**config.mk**
```make
export PLATFORM = sky130hd
export DESIGN_NAME = kbd_spi_port_reader
export DESIGN_NICKNAME = d
export VERILOG_FILES = /design/src/rtl/kbd_spi_port_reader.sv
export SDC_FILE = /design/constraint.sdc
export NUM_CORES = 1
export LEC_CHECK = 0
export ABC_CLOCK_PERIOD_IN_PS = 2350
export CAP_MARGIN = 20
export CELL_PAD_IN_SITES_DETAIL_PLACEMENT = 1
export CELL_PAD_IN_SITES_GLOBAL_PLACEMENT = 1
export CORE_MARGIN = 1
export CORE_UTILIZATION = 25
export DETAILED_ROUTE_END_ITERATION = 10
export GPL_TIMING_DRIVEN = 1
export PLACE_DENSITY = 0.58
export SETUP_SLACK_MARGIN = 0.02
export SYNTH_ARGS = -nofsm -noshare
export SYNTH_HDL_FRONTEND = slang
export SYNTH_SLANG_ARGS = --single-unit
```
**constraint.sdc**
```tcl
create_clock -name CLK_14MHZ -period 2.35 [get_ports CLK_14MHZ]
set_clock_uncertainty 0.2 [all_clocks]
set_input_delay 0.47 -clock CLK_14MHZ [delete_from_list [all_inputs] [get_ports CLK_14MHZ]]
set_output_delay 0.47 -clock CLK_14MHZ [all_outputs]
set_load 0.03 [all_outputs]
```
**src/rtl/kbd_spi_port_reader.sv**
```systemverilog
`default_nettype none
// +--------------------------------------------------------------------------+
// | kbd_spi_port_reader                                                      |
// | SPI receiver for controller key/joystick frames; answers #FE/#1F reads.  |
// | Revision: 1.0                                                            |
// +--------------------------------------------------------------------------+
module kbd_spi_port_reader #(
  parameter int         SYNC_STAGES = 2,
  parameter int         FRAME_BITS  = 72,
  parameter logic [7:0] KJ_ADDR     = 8'h1F
) (
  input  logic        CLK_14MHZ,
  input  logic        CPU_RESET,
  input  logic        KBD_CLK,
  input  logic        KBD_CS,
  input  logic        KBD_DI,
  input  logic [15:0] A,
  input  logic        IORD_N,
  input  logic        TAPE_IN,
  output logic        FE_OE,
  output logic        KJ_OE,
  output logic [7:0]  DOUT,
  output logic        FRAME_OK,
  output logic        FRAME_ERR
);

  localparam logic [6:0] c_FRAME_CNT = 7'(FRAME_BITS);
  localparam logic [6:0] c_CNT_MAX   = 7'd127;

  typedef enum logic [1:0] {
    ST_IDLE   = 2'd0,
    ST_SHIFT  = 2'd1,
    ST_COMMIT = 2'd2
  } state_t;

  logic [SYNC_STAGES-1:0] r_clk_sync;
  logic [SYNC_STAGES-1:0] r_cs_sync;
  logic [SYNC_STAGES-1:0] r_di_sync;
  logic                   r_clk_prev;
  logic                   r_cs_prev;

  logic w_clk_s, w_cs_s, w_di_s;
  logic w_clk_rise, w_cs_fall, w_cs_rise;

  state_t r_state, w_next;
  logic   w_clr_cnt, w_shift_en, w_commit, w_err;

  logic [6:0] r_cnt;
  logic [4:0] r_row_sr [8];
  logic [7:0] r_joy_sr;
  logic [4:0] r_rows [8];
  logic [7:0] r_joy;
  logic [4:0] w_keys;
  logic [3:0] w_byte_idx;
  logic [2:0] w_bit_pos;

  always_ff @(posedge CLK_14MHZ or negedge CPU_RESET) begin
    if (!CPU_RESET) begin
      r_clk_sync <= '1;
      r_cs_sync  <= '1;
      r_di_sync  <= '1;
      r_clk_prev <= 1'b1;
      r_cs_prev  <= 1'b1;
    end else begin
      r_clk_sync <= {r_clk_sync[SYNC_STAGES-2:0], KBD_CLK};
      r_cs_sync  <= {r_cs_sync[SYNC_STAGES-2:0], KBD_CS};
      r_di_sync  <= {r_di_sync[SYNC_STAGES-2:0], KBD_DI};
      r_clk_prev <= w_clk_s;
      r_cs_prev  <= w_cs_s;
    end
  end

  assign w_clk_s    = r_clk_sync[SYNC_STAGES-1];
  assign w_cs_s     = r_cs_sync[SYNC_STAGES-1];
  assign w_di_s     = r_di_sync[SYNC_STAGES-1];
  assign w_clk_rise = w_clk_s & ~r_clk_prev;
  assign w_cs_fall  = ~w_cs_s & r_cs_prev;
  assign w_cs_rise  = w_cs_s & ~r_cs_prev;

  always_ff @(posedge CLK_14MHZ or negedge CPU_RESET) begin
    if (!CPU_RESET) r_state <= ST_IDLE;
    else            r_state <= w_next;
  end

  always_comb begin
    w_next     = r_state;
    w_clr_cnt  = 1'b0;
    w_shift_en = 1'b0;
    w_commit   = 1'b0;
    w_err      = 1'b0;
    case (r_state)
      ST_IDLE: begin
        if (w_cs_fall) begin
          w_next    = ST_SHIFT;
          w_clr_cnt = 1'b1;
        end
      end
      ST_SHIFT: begin
        if (w_cs_rise) begin
          if (r_cnt == c_FRAME_CNT) begin
            w_next = ST_COMMIT;
          end else begin
            w_next = ST_IDLE;
            w_err  = 1'b1;
          end
        end else if (w_clk_rise && !w_cs_s) begin
          w_shift_en = 1'b1;
        end
      end
      ST_COMMIT: begin
        // Shadow update is held off while a read is in progress.
        if (IORD_N) begin
          w_next   = ST_IDLE;
          w_commit = 1'b1;
        end
      end
      default: w_next = ST_IDLE;
    endcase
  end

  // Bits 7..5 of each row byte arrive at positions 0..2 and are dropped;
  // only the five key bits per row and the full joystick byte are kept.
  assign w_byte_idx = r_cnt[6:3];
  assign w_bit_pos  = r_cnt[2:0];

  always_ff @(posedge CLK_14MHZ or negedge CPU_RESET) begin
    if (!CPU_RESET) begin
      r_cnt     <= '0;
      r_joy_sr  <= '0;
      r_joy     <= 8'h00;
      FRAME_OK  <= 1'b0;
      FRAME_ERR <= 1'b0;
      for (int k = 0; k < 8; k++) begin
        r_row_sr[k] <= '0;
        r_rows[k]   <= 5'b11111;
      end
    end else begin
      FRAME_OK  <= w_commit;
      FRAME_ERR <= w_err;
      if (w_clr_cnt) begin
        r_cnt <= '0;
      end else if (w_shift_en) begin
        if (r_cnt != c_CNT_MAX) r_cnt <= r_cnt + 7'd1;
        if (w_byte_idx < 4'd8) begin
          if (w_bit_pos >= 3'd3)
            r_row_sr[w_byte_idx[2:0]] <= {r_row_sr[w_byte_idx[2:0]][3:0], w_di_s};
        end else if (w_byte_idx == 4'd8) begin
          r_joy_sr <= {r_joy_sr[6:0], w_di_s};
        end
      end
      if (w_commit) begin
        r_joy <= r_joy_sr;
        for (int k = 0; k < 8; k++) r_rows[k] <= r_row_sr[k];
      end
    end
  end

  always_comb begin
    w_keys = 5'b11111;
    for (int k = 0; k < 8; k++) begin
      if (!A[8+k]) w_keys = w_keys & r_rows[k];
    end
  end

  // A[0] splits the two ports, so the OEs are exclusive by construction.
  assign FE_OE = ~IORD_N & ~A[0];
  assign KJ_OE = ~IORD_N & A[0] & (A[7:0] == KJ_ADDR);
  assign DOUT  = FE_OE ? {1'b1, TAPE_IN, 1'b1, w_keys} :
                 KJ_OE ? r_joy : 8'hFF;

endmodule
`default_nettype wire

```
==> run summary, run 1 <==
The flow ran to the end, but the final reports show violations. The checks that failed: setup timing. In this run the mean area of a mapped cell was 10.8 um^2. The run gives 0 as the hold violation total from the final report. Tracing the worst setup path back leads to its startpoint at A[14].

Top achievable clock speed: 0.406 GHz. In this run, synthesis inferred 0 flip-flops with an integrated enable. The startpoint identified for the worst hold timing path is r_clk_sync[0].

The die covers 0.0210 mm^2. CTS saw 115 sinks. The library cell contributing the largest single delay on the critical path was dlygate4sd2_1.

The tools report the worst slew margin relative to its limit as 62.6%. The number of clock buffers added by TritonCTS is 17. Before CTS, the worst setup slack after placement is -645 ps. The total number of placement rows was 51. The tools report the effective utilization at floorplan as 25.9%. The mapped netlist covers 0.00511 mm^2.

H-tree depth: 4. The tools report the root buffer cell as clkbuf_16. In this run the critical register-to-register path is captured at r_row_sr[17]. The area of the multi-input gates is 0.00214 mm^2. Synthesized netlist net count: 498. The signal on the critical path passes through dlygate4sd2_1 > o22ai_1 > nor4_2 > buf_4 > o22a_1 > buf_6. The clock-pin slew on the worst setup and hold paths is 60 ps. The mean number of vias per cell works out to 4.64. Final worst-path cycle share: 105%. For the largest net degree at the start of global routing, the log shows 56. The detailed router's first-iteration violation count was 212; the worst voltage drop across the vdd grid was 472 uV. The peak fanout along the critical path works out to 5. Of all cell types, the one taking the most synthesized area is dfrtp_1. For the pin with the worst max-slew slack, the measured transition is 562 ps. The half-perimeter wire length after detailed placement is 10300 um.

The first global-routing pass estimated 23500 um of wire. After synthesis, the share of flip-flops with an asynchronous set or reset is 100%. The number of inserted filler cells in the final layout is 2170, and the post-synthesis sequential area ratio is 57.5%.

Setup violations remaining at the end of the flow were counted as 5. Across all register-to-register paths, the minimum setup slack is 80 ps. The critical path data arrival time was 1790 ps; the number of cells on the worst reg-to-reg path was 6. The leakage power figure came out at 3.09 nW.

Broken down by cell family, the worst path's largest delay share belongs to buffers and inverters. The overall routing resource usage was 14.5%. The largest buffer count on any clock path is 2, and the proportion of layout cells with a drive suffix above 1 is 36.2%.

The logs give 4137 for the number of global-route vias before repair and 0 for the antenna diode instance count. STA puts the critical path data required time at 1680 ps. The overall routed net length came out at 14200 um.

The path class of the tightest hold or removal check is flop to flop. The total congestion overflow is 0, and the post-synthesis cell type count is 50. The tools report the number of antenna violations at the first check in global routing as 0. Among all flip-flop cells after synthesis, the most frequent one is dfrtp_1. The slack of the critical path came out at -112 ps.

The number of optimization iterations in the first detailed-route pass is 4, and the final routed DRC violation total is 0. Area fraction of the dominant cell type after synthesis: 32.8%. The die is 145 um tall.

The critical path class is input port to primary output. The worst register-to-register path begins at r_cnt[0]. After synthesis, the cell types taking the most area are dfrtp_1, dfstp_2, nand2_1.

From synthesis to final layout, the design area changed by 32.3%. The number of synthesized register bits is 115, and the total vias in the final route is 3791. Hold timing on the final database bottoms out at a slack of 156 ps. The sequential standard cell area was 0.00294 mm^2.

After detailed routing, the average wire length per cell comes to 17.4 um. Dividing total power by cell area gives a power density of 747 mW/mm^2. The count of buffers added on input and output ports is 34. Setup repair after global routing could not meet its margin everywhere. The clock reaches the later pin of the worst-skew pair after 410 ps. For the sum of negative setup slack, the log shows -487 ps.

For the routability-driven placement congestion ratio, the log shows 0.776. The largest single stage delay on the critical path is 410 ps. STA classifies the critical path startpoint as an input port. The worst setup path is captured at a primary output. In this run the remaining antenna-violating nets after routing total 0. The number of top-level design ports was 35. The worst hold path terminates at r_clk_sync[1]. For the max capacitance violation total, the log shows 0. TritonCTS built the clock tree. The logs give 0.0198 mm^2 for the floorplan core area and 0 for the number of max-slew violations in the final report. The worst hold path was traced through 0 stages. The die boundary width was 145 um.

The number of buffers and inverters on the critical path is 3. The Yosys step of the flow raised 0 warnings. At the end of the flow the core is filled with cells to 34.2%. For this run, the post-layout net count is 565. After layout, the minimum clock period comes to 2460 ps. After technology mapping, the gate count stands at 472.
-- cell families after synthesis --
family | count (synthesis) | synth area share [%]
DFF | 115 | 57.5
and+or+nand+nor | 201 | 18.3
adders and majority gates | 3 | 0.734
buffers and inverters | 38 | 3.13
muxes | 59 | 13.3
AOI/OAI and AO/OA | 56 | 7.10
-- per-stage QoR --
stage / cell area, um^2 / cells / total power (W)
floorplan: 5110 / 472 / 0.00215
global placement: 5950 / 781 / 0.00232
detailed placement: 5950 / 781 / 0.00233
CTS: 6720 / 815 / 0.00512
global route: 6760 / 817 / 0.00522
finish: 6760 / 817 / 0.00505
-- layer usage --
metal / share of wire (%) / vias to the layer above / global-route usage (%) / wire length, um
li1: - / 1775 / - / -
met1: 46 / 1948 / 18.6 / 6500
met2: 50 / 53 / 24.3 / 7100
met3: 3.3 / 15 / 3.49 / 468
met4: 1.1 / 0 / 4.26 / 157
met5: 0 / - / 0 / 0
-- cell usage after synthesis (2+ instances only) --
library cell  number
nand4_1            4
a211o_1            2
o21ai_0           13
clkbuf_1          12
nor2_1             4
mux2_4             3
o31ai_1            2
dfstp_2           48
o22a_1             6
dfrtp_1           67
buf_2              5
a21oi_1            5
or2_2              4
nand2b_1           3
nor4_1             6
nand4b_1           3
nand4_2            2
a31oi_1            2
o22ai_1           21
ha_1               3
inv_1             16
nor3_1             4
and3_1             3
buf_1              2
nand3_1           10
nand2_1          143
mux4_2             2
mux2_2            40
mux2i_1           14
or3_1              3
-- power by group --
group	switching, W	internal (W)	total, W	leakage [nW]
Combinational	0.000154	0.000112	0.000267	1.36
Sequential	0.0000201	0.00201	0.00203	1.43
Clock	0.000925	0.00182	0.00275	0.301
-- placed cells by master, fill, tap and decap left out, drive strengths merged, types with 3 or more instances in the layout --
cell type,instances
o22a,6
nor3,5
o22ai,21
bufinv,4
nor4,6
mux2i,14
dlygate4sd2,13
mux2,43
a21oi,5
nand4b,3
clkinvlp,4
clkinv,6
nand3,10
nand4,6
dfrtp,67
nand2,143
ha,3
or3,3
buf,45
clkbuf,19
o21ai,13
inv,16
dfstp,48
and3,3
nand2b,3
or2,5
clkdlybuf4s50,8
nor2,4
-- flip-flops by register name, summed over array words and instances (netlist names), 7 cells and up --
| register | cells |
|---|---|
| r_rows | 40 |
| r_joy | 8 |
| r_row_sr | 40 |
| r_joy_sr | 8 |
| r_cnt | 7 |
-- how the worst max path moves through the flow --
stage / to / cells after the start / slack [ps]
floorplan: r_row_sr[15] / 7 / 100
global placement: DOUT[7] / 7 / -650
detailed placement: DOUT[7] / 7 / -640
CTS: DOUT[1] / 5 / -200
global route: DOUT[2] / 5 / -200
finish: DOUT[4] / 6 / -110
-- area by class of cell --
class	instances	share of cell area (%)
Tap cell	265	4.90
Clock inverter	13	2.70
Sequential cell	115	43.4
Timing Repair Buffer	69	9.67
Inverter	17	0.943
Multi-Input combinational cell	319	31.6
Clock buffer	19	6.70
-- timing repair --
action / 4_1_cts / 5_1_grt
endpoints found under the hold margin: 21 / 0
pin swaps: 13 / 10
hold buffers: 1 / 0
resized for setup: 63 / 8
endpoints found under the setup margin: 28 / 19
setup buffers: 1 / 2
Power figures use the tool's default switching activity.
==> run 2, diff against run 1 <==
PLACE_DENSITY = default   (was 0.58)
PLACE_DENSITY_LB_ADDON = 0.1   (was default)
==> run summary, run 2 (synthesis results as in run 1) <==
The run finished, with violations left. The checks that failed: setup timing. The run gives 24400 um (+3.9%) as the global-route wire length before repair.

The routed length per placed instance was 17.9 um (+3.1%). The met2 track demand over resource in global routing was 23.9% (-0.43 points). The total number of placement rows is 51 (unchanged), and the leakage power figure is 3.21 nW (+3.7%).

In the final layout, the registers with the most flip-flops are r_row_sr x40, r_rows x40. The proportion of layout cells with a drive suffix above 1 was 39.0% (+2.8 points); the number of clock sinks was 115 (unchanged). For the hold violation total from the final report, the log shows 0 (unchanged). The slack of the critical path is -130 ps (-17.4 ps).

The overall die area was 0.0210 mm^2 (unchanged); the clock-pin slew on the worst setup and hold paths was 60 ps (about the same). The post-route minimum period is 2480 ps (+17.4 ps), and the number of global-route vias before repair is 4221 (+2.0%). For the final instance count without filler cells, the log shows 837 (+2.4%). The critical path data arrival time came out at 1810 ps (+20 ps). The final worst-path cycle share was 106% (+0.74 points). The tree is rooted in a clkbuf_16.

The routability-driven placement congestion ratio is 0.732 (-5.6%), and the met3 capacity usage during global routing is 3.43% (-0.063 points). The run gives 158 (-25%) as the detailed router's first-iteration violation count. Leaving out fill and tap cells, the most frequent cells in the layout are nand2_1, dfrtp_1, dfstp_2. The tools report the max capacitance violation total as 0 (unchanged). Critical path class: flop to primary output. The run gives 0 (unchanged) as the antenna diode instance count. The count of port buffers added during placement was 34 (unchanged). The number of setup violations in the final report is 5 (unchanged).

The mean number of vias per cell is 4.55 (-1.9%), and the number of optimization iterations in the first detailed-route pass is 4 (unchanged). The most common library cell in the layout ignoring fill and taps was nand2_1. The logs give 67.9% (+5.3 points) for the worst slew margin relative to its limit and 15.3% (+0.79 points) for the overall routing resource usage. The total congestion overflow was 0 (unchanged); the half-perimeter wire length after detailed placement was 11000 um (+6.5%).

The top achievable clock speed is 0.403 GHz (-0.70%), and the floorplan core area is 0.0198 mm^2 (unchanged). The run gives 3810 (+0.50%) as the total vias in the final route. TritonCTS built the clock tree. Peak fanout along the critical path: 2 (-3). The tools report the H-tree depth as 4 (unchanged). In this run the most used layer during global routing was met2. Relative area change from synthesis to final layout: 36.1%. The number of inserted filler cells in the final layout was 2200 (+1.4%). The power per cell area is 718 mW/mm^2 (-3.8%).

STA classifies the critical path endpoint as a primary output. The logs give 0 (unchanged) for the final antenna-violating net count and 0.00500 W (-1.0%) for the power after layout. For the largest buffer count on any clock path, the log shows 2 (unchanged). The worst-margin pin slew was 477 ps (-85.0 ps).

The run gives 21.1% (+2.6 points) as the met1 track demand over resource in global routing. The height of the die works out to 145 um (unchanged). The critical path data required time was 1680 ps (about the same).

The run gives 0 (unchanged) as the number of max-slew violations in the final report. In this run the worst hold path is classified as flop to flop. The logs give 585 (+3.5%) for the number of nets at the end of the flow and 0 (unchanged) for the number of antenna violations at the first check in global routing.

The logs give 481 uV (+1.9%) for the worst voltage drop across the vdd grid and 35 (unchanged) for the number of top-level design ports. The final routed DRC violation total was 0 (unchanged). Category of the worst setup path launch point: a flop.

The effective utilization at floorplan came out at 25.9% (unchanged). Setup repair after global routing could not meet its margin everywhere. Die boundary width: 145 um (unchanged). The largest net degree at the start of global routing was 56 (unchanged).

The clock buffer count from CTS is 17 (unchanged). The logs give 799 (+2.3%) for the instance count after placement with tap cells included and 410 ps (about the same) for the worst-skew pair later-pin latency. The overall routed net length came out at 15000 um (+5.6%).
[run 2: cell types whose count changed in the layout (fill, tap and decap cells not counted), moves of 2 or more]
cell,before,now
clkinv_2,3,0
o22ai_1,13,11
inv_6,0,3
clkinv_4,2,4
nand2_2,2,0
buf_12,4,6
buf_4,28,46
dlymetal6s2s_1,0,2
nand2_1,141,143
dlygate4sd2_1,13,8
o22ai_2,7,9
[run 2: layout make-up]
| cell class | instances | area, um^2 | area share [%] |
|---|---|---|---|
| repair buffers | 89 | 843 | 12.1 |
| multi-input cells | 319 | 2170 | 31.1 |
| clock inverters | 14 | 178 | 2.55 |
| clock buffers | 18 | 439 | 6.31 |
| inverters | 17 | 63.8 | 0.917 |
| well taps | 265 | 332 | 4.76 |
| flip-flops and latches | 115 | 2940 | 42.2 |
[run 2: routing by layer]
layer | vias up | share of wire [%]
met5 | - | 0
met4 | 0 | 0.74
met3 | 10 | 3.1
met2 | 46 | 47
met1 | 1941 | 50
li1 | 1813 | -
[run 2: power breakdown]
| part | internal [W] | leakage, nW | switching (W) | total (W) |
|---|---|---|---|---|
| combinational | 0.000124 | 1.49 | 0.000160 | 0.000284 |
| sequential | 0.00201 | 1.43 | 0.0000205 | 0.00203 |
| clock | 0.00171 | 0.291 | 0.000975 | 0.00268 |
[run 2: worst max-delay path, cell delays in order, from the launching register on]
cell	delay (ps)
dfstp_2	540
o22ai_2	80
nor4_2	350
buf_4	170
o22a_1	130
buf_6	130
[run 2: repair_timing]
action	CTS	global route
gates resized for setup	65	17
buffers inserted	3	2
hold buffers	1	0
setup endpoints to repair	28	13
pin swaps	15	17
endpoints found under the hold margin	19	0
[run 2: path summary, 6_finish.rpt]
| kind | cells past startpoint | endpoint | slack (ps) | startpoint |
|---|---|---|---|---|
| max in group asynchronous | 3 | r_cnt[3] | 880 | CPU_RESET |
| min in group asynchronous | 2 | FRAME_OK | 370 | CPU_RESET |
| worst min register to register | 0 | r_di_sync[1] | 150 | r_di_sync[0] |
| worst max-delay path | 5 | DOUT[4] | -130 | r_rows[34] |
| worst max register to register | 8 | r_row_sr[2] | 90 | r_cnt[1] |
| worst min-delay path | 0 | r_di_sync[1] | 150 | r_di_sync[0] |
[run 2: metrics by stage]
stage          TNS [ps]  instance area (um^2)  hold WS [ps]  worst slack (ps)  util [%]
4_1_cts            -748                  6890           155              -189      34.8
3_3_place_gp      -4320                  6110           147              -655      30.9
6_report           -462                  6960           154              -130      35.2
5_1_grt            -857                  6960           157              -212      35.2
3_5_place_dp      -4510                  6110           147              -642      30.9
2_1_floorplan         0                  5110         -25.6              96.9         -
